## src/rtl/loopback_test_sequencer.sv

```systemverilog
// Pin-integrity bring-up sequencer: walks a fixed pattern set through an inverting
// loopback path, checks each returned word and the tie-high pins, and reports a summary.
module loopback_test_sequencer #(
    parameter int NUM_PINS      = 4,
    parameter int NUM_TIES      = 2,
    parameter int SETTLE_CYCLES = 2,
    localparam int NUM_PATS     = NUM_PINS + 2,
    localparam int IDX_W        = $clog2(NUM_PINS + 2),
    localparam int CNT_W        = (SETTLE_CYCLES > 1) ? $clog2(SETTLE_CYCLES) : 1
) (
    input  logic                clk,
    input  logic                rst_n,
    input  logic                start,
    input  logic                abort,
    output logic [NUM_PINS-1:0] dut_in,
    input  logic [NUM_PINS-1:0] dut_out,
    input  logic [NUM_TIES-1:0] tie_in,
    output logic                busy,
    output logic                done,
    output logic                pass,
    output logic [7:0]          err_count,
    output logic [IDX_W-1:0]    fail_index,
    output logic                fail_valid
);

    typedef enum logic [1:0] {
        IDLE,
        SETTLE,
        CHECK,
        DONE
    } state_t;

    localparam logic [CNT_W-1:0] SETTLE_LOAD = CNT_W'(SETTLE_CYCLES - 1);
    localparam logic [IDX_W-1:0] LAST_IDX    = IDX_W'(NUM_PATS - 1);

    state_t             state;
    logic [CNT_W-1:0]   settle_cnt;
    logic [IDX_W-1:0]   pat_idx;
    logic               pattern_fail;
    logic [7:0]         err_next;

    // idx0 all-zeros, idx1 all-ones, then a walking one from bit 0 upward.
    function automatic logic [NUM_PINS-1:0] pattern_at(input logic [IDX_W-1:0] idx);
        logic [NUM_PINS-1:0] pat;
        pat = '0;
        if (idx == IDX_W'(0)) begin
            pat = '0;
        end else if (idx == IDX_W'(1)) begin
            pat = '1;
        end else begin
            pat = NUM_PINS'(1) << (idx - IDX_W'(2));
        end
        return pat;
    endfunction

    function automatic logic [7:0] sat_inc(input logic [7:0] count);
        return (count == 8'hFF) ? count : count + 8'd1;
    endfunction

    always_comb begin
        pattern_fail = (dut_out != ~dut_in) || (tie_in != {NUM_TIES{1'b1}});
        err_next     = pattern_fail ? sat_inc(err_count) : err_count;
    end

    always_ff @(posedge clk or negedge rst_n) begin
        if (!rst_n) begin
            state      <= IDLE;
            settle_cnt <= '0;
            pat_idx    <= '0;
            dut_in     <= '0;
            busy       <= 1'b0;
            done       <= 1'b0;
            pass       <= 1'b0;
            err_count  <= '0;
            fail_index <= '0;
            fail_valid <= 1'b0;
        end else begin
            done <= 1'b0;
            case (state)
                IDLE: begin
                    if (start) begin
                        pat_idx    <= '0;
                        dut_in     <= pattern_at('0);
                        err_count  <= '0;
                        fail_valid <= 1'b0;
                        fail_index <= '0;
                        pass       <= 1'b0;
                        settle_cnt <= SETTLE_LOAD;
                        busy       <= 1'b1;
                        state      <= SETTLE;
                    end
                end

                SETTLE: begin
                    if (abort) begin
                        dut_in <= '0;
                        pass   <= 1'b0;
                        busy   <= 1'b0;
                        state  <= IDLE;
                    end else if (settle_cnt == '0) begin
                        state <= CHECK;
                    end else begin
                        settle_cnt <= settle_cnt - CNT_W'(1);
                    end
                end

                CHECK: begin
                    // Abort wins over the sample taken on this edge.
                    if (abort) begin
                        dut_in <= '0;
                        pass   <= 1'b0;
                        busy   <= 1'b0;
                        state  <= IDLE;
                    end else begin
                        err_count <= err_next;
                        if (pattern_fail && !fail_valid) begin
                            fail_index <= pat_idx;
                            fail_valid <= 1'b1;
                        end
                        if (pat_idx == LAST_IDX) begin
                            pass  <= (err_next == 8'd0);
                            done  <= 1'b1;
                            busy  <= 1'b0;
                            state <= DONE;
                        end else begin
                            pat_idx    <= pat_idx + IDX_W'(1);
                            dut_in     <= pattern_at(pat_idx + IDX_W'(1));
                            settle_cnt <= SETTLE_LOAD;
                            state      <= SETTLE;
                        end
                    end
                end

                DONE: begin
                    dut_in <= '0;
                    state  <= IDLE;
                end

                default: begin
                    dut_in <= '0;
                    busy   <= 1'b0;
                    state  <= IDLE;
                end
            endcase
        end
    end

endmodule
```

## config.mk

```make
export PLATFORM = sky130hd
export DESIGN_NAME = loopback_test_sequencer
export DESIGN_NICKNAME = d
export VERILOG_FILES = /design/src/rtl/loopback_test_sequencer.sv
export SDC_FILE = /design/constraint.sdc
export NUM_CORES = 1
export LEC_CHECK = 0
export ABC_AREA = 1
export BUFFER_PORTS_ARGS = -buffer_cell sky130_fd_sc_hd__buf_2
export CAP_MARGIN = 20
export CELL_PAD_IN_SITES_DETAIL_PLACEMENT = 1
export CELL_PAD_IN_SITES_GLOBAL_PLACEMENT = 1
export CORE_UTILIZATION = 35
export CTS_BUF_LIST = sky130_fd_sc_hd__clkbuf_2
export DETAILED_ROUTE_END_ITERATION = 10
export PLACE_DENSITY = 0.84
export RECOVER_POWER = 25
export SLEW_MARGIN = 20
export SYNTH_ARGS = -nofsm -noshare
export SYNTH_HDL_FRONTEND = slang
export SYNTH_SLANG_ARGS = --single-unit
```

## constraint.sdc

```tcl
create_clock -name clk -period 1.55 [get_ports clk]
set_input_delay 0.155 -clock clk [delete_from_list [all_inputs] [get_ports clk]]
set_output_delay 0.155 -clock clk [all_outputs]
set_load 0.02 [all_outputs]
```

==> impl_metrics.yaml, run 1 <==
setup_path:
  cp-start-kind: "flop"
  crit_arrival_ps: 1910
  crit_fanout: 10
  worst_setup_path_end_kind: "flop"
  crit_path_top_delay_cell: "dfrtp_1"
  crit_chain: "inv_2 > nand2_1 > nand2_1 > nor2_4 > nand2_4 > nand2_1 > nand2_2 > nor2_2 > nand3_2 > o21bai_2"
  critPathMostFrequentCell: "nand2_1"
  worstSetupPathType: "reg -> reg"
  max_stage_delay_ps: 460
  required_ps: 1880
logic_synthesis:
  synth.distinct_cells: 24
  ys_seq_area_frac: 0.374
  syn_nets: 249
  postSynthCellCount: 228
  synth_area_per_cell_um2: 7.33
  synth_area_um2: 1670
  synth-seq-cells: 25
  ys_warn_count: 0
power:
  finalPower_mw: 3.34
  leakagePower_nw: 1.23
  ir_worst_vdd_v: 0.000911
  p_per_area_nw_per_um2: 1320
global_route:
  grt_pass1_vias: 1908
  grt_max_degree: 26
  grt_pass1_wl_um: 8720
  antenna_found_initial: 0
  grt_usage: 0.221
  overflow: 0
clocking:
  cts.sinks: 25
  clk_pin_slew_ps: 290
  cts_tree: "yes"
  ctsRootBufferMaster: "clkbuf_2"
  clk_latency_ps: 410
  cts.path.max_buffers: 2
  htreeDepth: 1
  cts_buffers: 3
run_status:
  violations: "negative setup slack"
  status: "complete, but fails checks"
detailed_routing:
  dr.pass1.iters: 6
  wl_um: 5590
  routed_via_density: 5.15
  drt_iter0_markers: 108
  route.detailed.drc: 0
  top_layer: "met4"
  vias: 1793
  drt-met1-wl_um: 2330
  post_drt_wl_per_cell_um: 16.1
  wl_met2_um: 3070
  ant_nets: 0
  dr_wl_met3_um: 100
die:
  start_util: 0.374
  die_w_um: 71.1
  dieArea_um2: 5060
  ioPinCount: 29
  die-height_um: 71.1
  placementRows: 24
  core-area_um2: 4470
timing:
  min_period_ps: 1580
  rsz0062_at_grt: "true"
  setup-violations-final: 3
  fmax_mhz: 634
  fin_crit_sh: 1.02
  slew_headroom: 0.564
  whs_ps: 183
  hold_viol_final: 0
  fin_worst_skew_ps: 38.2
  maxSlewViolCount: 0
  tightest_slew_ps: 654
  fin_ws_ps: -26.9
place:
  dp_cells: 332
  portBuffers: 28
  dp_hpwl_um: 3720
  gp_congestion: 0.818
  dpl_cell_area_um2: 2060
cells_and_area:
  finalNonFillerCells: 348
  final_cell_mix: "nand2_1 (46), buf_2 (27), buf_4 (26)"
  layout_commonest_cell: "nand2_1"
  syn2layout_area_growth_pct: 51.0
  final_layout_size_suffix_gt1_frac: 0.486
  antenna_cells: 0
  fillers: 551
  nets: 318
  stdcell_area_um2: 2520
run:
  max_cap_violations: 0
min_path:
  hold_path.class: "in -> reg"
-- area by class of cell --
type | instances | area (um2) | share of cell area
multi-input combinational | 162 | 1190 | 0.473
sequential | 25 | 629 | 0.249
timing repair buffer | 65 | 458 | 0.181
inverter | 40 | 155 | 0.0615
tap | 52 | 65.1 | 0.0258
clock buffer | 3 | 15.0 | 0.00595
clock inverter | 1 | 7.51 | 0.00297
-- critical path, delay by kind of cell, from the launching register on --
family	cells	cell delay (ps)
and+or+nand+nor	8	860
DFF	1	460
buffers and inverters	1	50
AOI/OAI and AO/OA	1	120
-- state kept, by name, indices dropped and copies added (netlist names) --
name,cells
err_count,8
dut_in,4
fail_index,3
pat_idx,3
state,2
busy,1
done,1
fail_valid,1
pass,1
settle_cnt,1
-- layer usage --
| metal | global-route usage | up-vias |
|---|---|---|
| li1 | - | 867 |
| met1 | 0.257 | 892 |
| met2 | 0.434 | 25 |
| met3 | 0.0228 | 9 |
| met4 | 0.0489 | 0 |
| met5 | 0 | - |
-- through the flow --
step            util  setup TNS (ps)  setup WS, ps
3_5_place_dp   0.461           -1580          -132
6_report       0.564           -48.7         -26.9
2_1_floorplan      -           -12.5         -4.16
3_3_place_gp   0.461            -256         -45.8
5_1_grt        0.564            -826          -121
4_1_cts        0.501           -5.36         -5.14
-- cell families after synthesis --
logic type,share of synthesized area
AND/OR/NAND/NOR,0.301
buffers and inverters,0.0943
AO/OA/AOI/OAI,0.138
flip-flops,0.374
adder cells (fa/ha/maj),0.0823
XOR/XNOR,0.0105
-- where the power goes --
| part | switching [mW] | internal (mW) | leakage, nW |
|---|---|---|---|
| Clock | 0.233 | 0.0597 | 0.0126 |
| Sequential | 0.0995 | 0.769 | 0.336 |
| Combinational | 1.24 | 0.945 | 0.883 |
| Total | 1.57 | 1.77 | 1.23 |
-- path summary, 6_finish.rpt --
path / slack, ps / cells past startpoint / startpoint / end
max: -30 / 10 / dut_in[1]$_DFFE_PN0P_ / pass$_DFFE_PN0P_
min: 180 / 3 / abort / done$_DFF_PN0_
max reg2reg: -30 / 10 / dut_in[1]$_DFFE_PN0P_ / pass$_DFFE_PN0P_
min reg2reg: 560 / 2 / settle_cnt$_DFFE_PN0P_ / settle_cnt$_DFFE_PN0P_
max in group asynchronous: 800 / 2 / rst_n / err_count[0]$_DFFE_PN0P_
min in group asynchronous: 240 / 2 / rst_n / pat_idx[0]$_DFFE_PN0P_
-- synth_stat cells --
cell	count	area, um2
nor2_4	4	45.0
nand3_1	29	145
inv_1	39	146
inv_2	1	3.75
nand2_1	54	203
o21a_1	1	7.51
nor3_1	2	10.0
nand2_2	2	12.5
o21bai_1	1	7.51
xnor2_1	2	17.5
nor2_2	2	12.5
nor2_1	14	52.6
a21oi_2	1	8.76
nand2_4	2	22.5
ha_1	11	138
o21bai_2	1	11.3
o22ai_1	6	37.5
dfrtp_1	25	626
o21ai_2	1	8.76
buf_4	1	7.51
a22o_1	1	8.76
o21ai_1	1	5.00
o21ai_0	22	110
a21oi_1	5	25.0
-- repair_timing --
action / CTS / global route
resized for setup: 35 / 66
setup endpoints to repair: 21 / 20
hold buffers: 1 / 0
endpoints found under the hold margin: 25 / 0
setup buffers: 3 / 9
pin swaps: 10 / 29
Power figures use the tool's default switching activity.
==> run 2, diff against run 1 <==
- REMOVE_ABC_BUFFERS: unset -> 1
==> run 2 against run 1 <==
- the flow still finishes with violations (negative setup slack)
- die area did not move
- sequential share of layout area is 0.20 points lower
- clock power about the same
- final cell count up 0.86%
- via count increased by 2.3%
- clock skew is 35 ps lower
- clock-buffer cell count grew 1
- sequential cell count unchanged
- fmax shrank 1.8%
- critical path depth unchanged
- hold slack got worse by 11 ps
==> impl_metrics.yaml, run 2 (synthesis results as in run 1) <==
place:
  dp_hpwl_um: 3670
  dpl_cell_area_um2: 2060
  portBuffers: 28
  gp_congestion: 0.902
cells_and_area:
  largest_register_ffs: 8
  nets: 321
  final_cell_mix: "nand2_1 (47), buf_4 (33), inv_1 (29)"
  syn2layout_area_growth_pct: 51.3
  final_layout_size_suffix_gt1_frac: 0.475
  reg.largest.list: "err_count (8), dut_in (4)"
  layout_commonest_cell: "nand2_1"
  largest-register: "err_count"
  stdcell_area_um2: 2530
  antenna_cells: 0
die:
  dieArea_um2: 5060
  ioPinCount: 29
  placementRows: 24
  start_util: 0.374
  die-height_um: 71.1
  core-area_um2: 4470
  die_w_um: 71.1
timing:
  fin_worst_skew_ps: 3.17
  fin_ws_ps: -55.6
  fin_crit_sh: 1.04
  tightest_slew_ps: 648
  setup-violations-final: 12
  hold_viol_final: 0
  rsz0062_at_grt: "true"
  min_period_ps: 1610
  fmax_mhz: 623
  whs_ps: 172
  maxSlewViolCount: 0
  slew_headroom: 0.568
min_path:
  hold_path.class: "in -> reg"
setup_path:
  max_stage_delay_ps: 470
  crit_fanout: 4
  cp_num_cells: 10
  worst_setup_path_end_kind: "flop"
  crit_path_top_delay_cell: "dfrtp_1"
  rr_worst_depth: 10
  rr_endpoint: "pass$_DFFE_PN0P_"
  crit_chain: "inv_1 > ha_2 > nand2_1 > inv_2 > nand2_2 > nor2_4 > nand2_1 > nor2_2 > nand3_1 > o21bai_2"
  crit_arrival_ps: 1940
  worstSetupEndpoint: "pass$_DFFE_PN0P_"
  critPathLaunch: "pat_idx[1]$_DFFE_PN0P_"
  path_delay_family: "simple AND/OR/NAND/NOR gates"
  timing.rr.start: "pat_idx[1]$_DFFE_PN0P_"
  critPathMostFrequentCell: "nand2_1"
  required_ps: 1890
  worstSetupPathType: "reg -> reg"
  r2r_slack_ps: -60
  cp-start-kind: "flop"
  path_buf_inv: 2
clocking:
  cts_buffers: 3
  clk_latency_ps: 380
  cts_tree: "yes"
  clk_pin_slew_ps: 260
  cts.path.max_buffers: 2
  cts.sinks: 25
  ctsRootBufferMaster: "clkbuf_2"
  htreeDepth: 1
global_route:
  antenna_found_initial: 0
  grt_pass1_wl_um: 8890
  overflow: 0
  busiest_layer: "met2"
  grtUsageMet1: 0.280
  grt_usage: 0.226
  grt_use_met2: 0.422
  grt_pass1_vias: 1822
  grt_max_degree: 26
  use_met3: 0.0128
detailed_routing:
  route.detailed.drc: 0
  dr.pass1.iters: 6
  wl_um: 6030
  post_drt_wl_per_cell_um: 17.2
  ant_nets: 0
  vias: 1834
  drt_iter0_markers: 51
  routed_via_density: 5.23
power:
  p_per_area_nw_per_um2: 1350
  ir_worst_vdd_v: 0.000846
  finalPower_mw: 3.40
  leakagePower_nw: 1.23
run_status:
  status: "complete, but fails checks"
  violations: "negative setup slack"
run:
  max_cap_violations: 0
-- run 2: changes by cell type in the layout (fill, tap and decap cells not counted), moves of 3 or more --
| cell | delta |
|---|---|
| buf_4 | +7 |
| nand3_1 | -4 |
| inv_1 | +4 |
| dfrtp_1 | +3 |
| o21ai_0 | -6 |
| o21ai_1 | +5 |
| buf_6 | -5 |
| dfrtp_2 | -3 |
| nand3_2 | +3 |
| inv_2 | -5 |
-- run 2: timing repair --
item,in CTS,in global routing
pin swaps,8,15
setup buffers,8,6
endpoints found under the hold margin,25,0
hold buffers,1,0
setup endpoints to repair,22,24
gates resized for setup,29,67
-- run 2: metrics by stage --
step	TNS, ps	worst slack, ps	util	std cells
floorplan	-375	-88.7	-	227
global placement	-58.2	-18.2	0.460	332
detailed placement	-1400	-162	0.460	332
CTS	-64.8	-58.5	0.511	345
global route	-2000	-153	0.565	351
finish	-345	-55.6	0.565	351
-- run 2: final cells by class --
cell class,instances,area (um2)
Inverter,40,158
Tap cell,52,65.1
Multi-Input combinational cell,162,1190
Clock buffer,4,20.0
Fill cell,547,1950
Timing Repair Buffer,68,474
Sequential cell,25,626
-- run 2: worst min-delay path by stage --
stage | startpoint | to | slack (ps) | cells after the start
floorplan | rst_n | busy$_DFFE_PN0P_ | -140 | 0
global placement | rst_n | dut_in[1]$_DFFE_PN0P_ | 180 | 1
detailed placement | rst_n | fail_index[0]$_DFFE_PN0P_ | 190 | 1
CTS | abort | done$_DFF_PN0_ | 140 | 3
global route | abort | done$_DFF_PN0_ | 140 | 3
finish | abort | done$_DFF_PN0_ | 170 | 3
-- run 2: worst register-to-register path, delay by kind of cell (launching register included) --
kind	cells	cell delay [ps]
AO/OA/AOI/OAI	1	140
adder cells (fa/ha/maj)	1	190
buffers and inverters	2	170
flip-flops	1	470
AND/OR/NAND/NOR	6	590
-- run 2: layer usage --
metal / up-vias / part of all wire
met5: - / 0
met4: 0 / 0.014
met3: 8 / 0.015
met2: 29 / 0.57
met1: 923 / 0.40
li1: 874 / -
-- run 2: where the power goes --
group / internal, mW / switching [mW] / total (mW)
logic: 0.933 / 1.31 / 2.24
registers: 0.767 / 0.0996 / 0.866
clock network: 0.0679 / 0.227 / 0.295
total: 1.77 / 1.63 / 3.40
==> run 3, diff against run 2 <==
- SETUP_SLACK_MARGIN: unset -> 0.3
==> run 3 against run 2 <==
- the flow finishes with violations (design-rule violations, negative setup slack)
- clock-buffer cell count unchanged
- final cell count up 2.8%
- register-to-register slack worse by 170 ps
- fmax down 9.3%
- sequential share of layout area down 1.7 points
- design area up 8.0%
- clock power up 4%
- sequential cell count unchanged
- routed wire length up 18%
==> impl_metrics.yaml, run 3 (synthesis results as in run 1) <==
power:
  p_per_area_nw_per_um2: 1350
  ir_worst_vdd_v: 0.00120
  finalPower_mw: 3.68
  leakagePower_nw: 1.32
cells_and_area:
  antenna_cells: 0
  largest-register: "err_count"
  final_layout_size_suffix_gt1_frac: 0.524
  nets: 331
  reg.largest.list: "err_count (8), dut_in (4)"
  largest_register_ffs: 8
  utilization: 0.610
  final_cell_mix: "nand2_1 (43), buf_4 (32), inv_1 (29)"
  syn2layout_area_growth_pct: 63.4
  finalNonFillerCells: 361
  layout_commonest_cell: "nand2_1"
die:
  start_util: 0.374
  die_w_um: 71.1
  ioPinCount: 29
  dieArea_um2: 5060
  die-height_um: 71.1
  core-area_um2: 4470
  placementRows: 24
global_route:
  antenna_found_initial: 0
  grt_max_degree: 26
  grt_pass1_vias: 2117
  grt_usage: 0.272
  overflow: 0
  grt_pass1_wl_um: 10500
timing:
  slew_headroom: 0.554
  fin_ws_ps: -221
  tightest_slew_ps: 669
  fin_worst_skew_ps: 18.2
  min_period_ps: 1770
  setup-violations-final: 23
  maxSlewViolCount: 0
  fin_crit_sh: 1.14
  hold_viol_final: 0
  whs_ps: 145
  fmax_mhz: 565
  rsz0062_at_grt: "true"
clocking:
  cts.sinks: 25
  cts_tree: "yes"
  clk_latency_ps: 420
  cts.path.max_buffers: 2
  ctsRootBufferMaster: "clkbuf_2"
  cts_buffers: 3
  htreeDepth: 1
  clk_pin_slew_ps: 280
setup_path:
  critPathMostFrequentCell: "inv_2"
  worstSetupPathType: "reg -> reg"
  crit_arrival_ps: 2110
  max_stage_delay_ps: 480
  worst_setup_path_end_kind: "flop"
  crit_chain: "inv_2 > ha_4 > inv_2 > nor2_4 > a21oi_4 > o21ai_4 > buf_4 > inv_4 > o22ai_1"
  crit_fanout: 6
  cp-start-kind: "flop"
  required_ps: 1890
  crit_path_top_delay_cell: "dfrtp_1"
place:
  dp_hpwl_um: 3670
  gp_congestion: 0.902
  dp_cells: 332
  portBuffers: 28
  pre_cts_ws_ps: -162
detailed_routing:
  ant_nets: 0
  wl_um: 7140
  route.detailed.drc: 2
  drt_iter0_markers: 104
  routed_via_density: 5.35
  post_drt_wl_per_cell_um: 19.8
  vias: 1933
  dr.pass1.iters: 8
run_status:
  violations: "design-rule violations, negative setup slack"
  status: "complete, but fails checks"
min_path:
  hold_path.class: "in -> reg"
run:
  max_cap_violations: 0
-- run 3: cell types whose count changed in the layout (fill, tap and decap cells not counted), moves of 2 or more --
cell	previous run	this run
buf_6	5	22
buf_2	27	19
o21ai_1	7	13
nand2_1	47	43
nand2_2	8	12
nand3_1	21	17
nand3_2	7	11
o21ai_0	6	2
dfrtp_1	25	23
dfrtp_2	0	2
nor2_4	10	8
o21ai_2	10	8
-- run 3: path summary, 6_finish.rpt --
check                                               start                   endpoint  slack (ps)  cells after the start
worst max register to register       state[0]$_DFFE_PN0P_   err_count[5]$_DFFE_PN0P_        -220                      9
worst min register to register  fail_index[1]$_DFFE_PN0P_  fail_index[1]$_DFFE_PN0P_         560                      2
max in group asynchronous                           rst_n   err_count[2]$_DFFE_PN0P_         820                      2
min in group asynchronous                           rst_n  fail_index[1]$_DFFE_PN0P_         240                      2
worst min-delay path                                abort             done$_DFF_PN0_         150                      3
worst max-delay path                 state[0]$_DFFE_PN0P_   err_count[5]$_DFFE_PN0P_        -220                      9
-- run 3: metrics by stage --
| step | TNS [ps] | cell area, um2 |
|---|---|---|
| 4_1_cts | -79.4 | 2580 |
| 3_3_place_gp | -58.2 | 2060 |
| 6_report | -1630 | 2730 |
| 3_5_place_dp | -1400 | 2060 |
| 2_1_floorplan | -375 | 1660 |
| 5_1_grt | -3120 | 2730 |
-- run 3: what timing repair did --
action | in CTS | in global routing
hold buffers | 1 | 0
hold endpoints to repair | 25 | 0
resized for setup | 109 | 27
pin swaps | 27 | 14
buffers inserted | 17 | 6
endpoints found under the setup margin | 31 | 33
gates cloned | 1 | 0
-- run 3: area by class of cell --
class	instances	area, um2
clock buffer	4	20.0
fill	536	1740
inverter	40	155
multi-input combinational	163	1230
sequential	25	628
tap	52	65.1
timing repair buffer	77	633
-- run 3: worst max-delay path, delay by kind of cell, from the launching register on --
| kind | cells | cell delay, ps |
|---|---|---|
| AOI/OAI and AO/OA | 3 | 450 |
| adders and majority gates | 1 | 150 |
| buffers and inverters | 4 | 380 |
| DFF | 1 | 480 |
| and+or+nand+nor | 1 | 250 |
-- run 3: report_power, final --
part / internal (mW) / switching [mW] / total, mW
combinational: 1.09 / 1.40 / 2.49
sequential: 0.767 / 0.110 / 0.876
clock: 0.0677 / 0.240 / 0.308
total: 1.92 / 1.75 / 3.68
-- run 3: routing by layer --
layer  up-vias  global-route usage  share of wire
li1        896                   -              -
met1       949               0.295           0.38
met2        63               0.527           0.55
met3        25              0.0285          0.030
met4         0               0.122          0.037
met5         -                   0              0
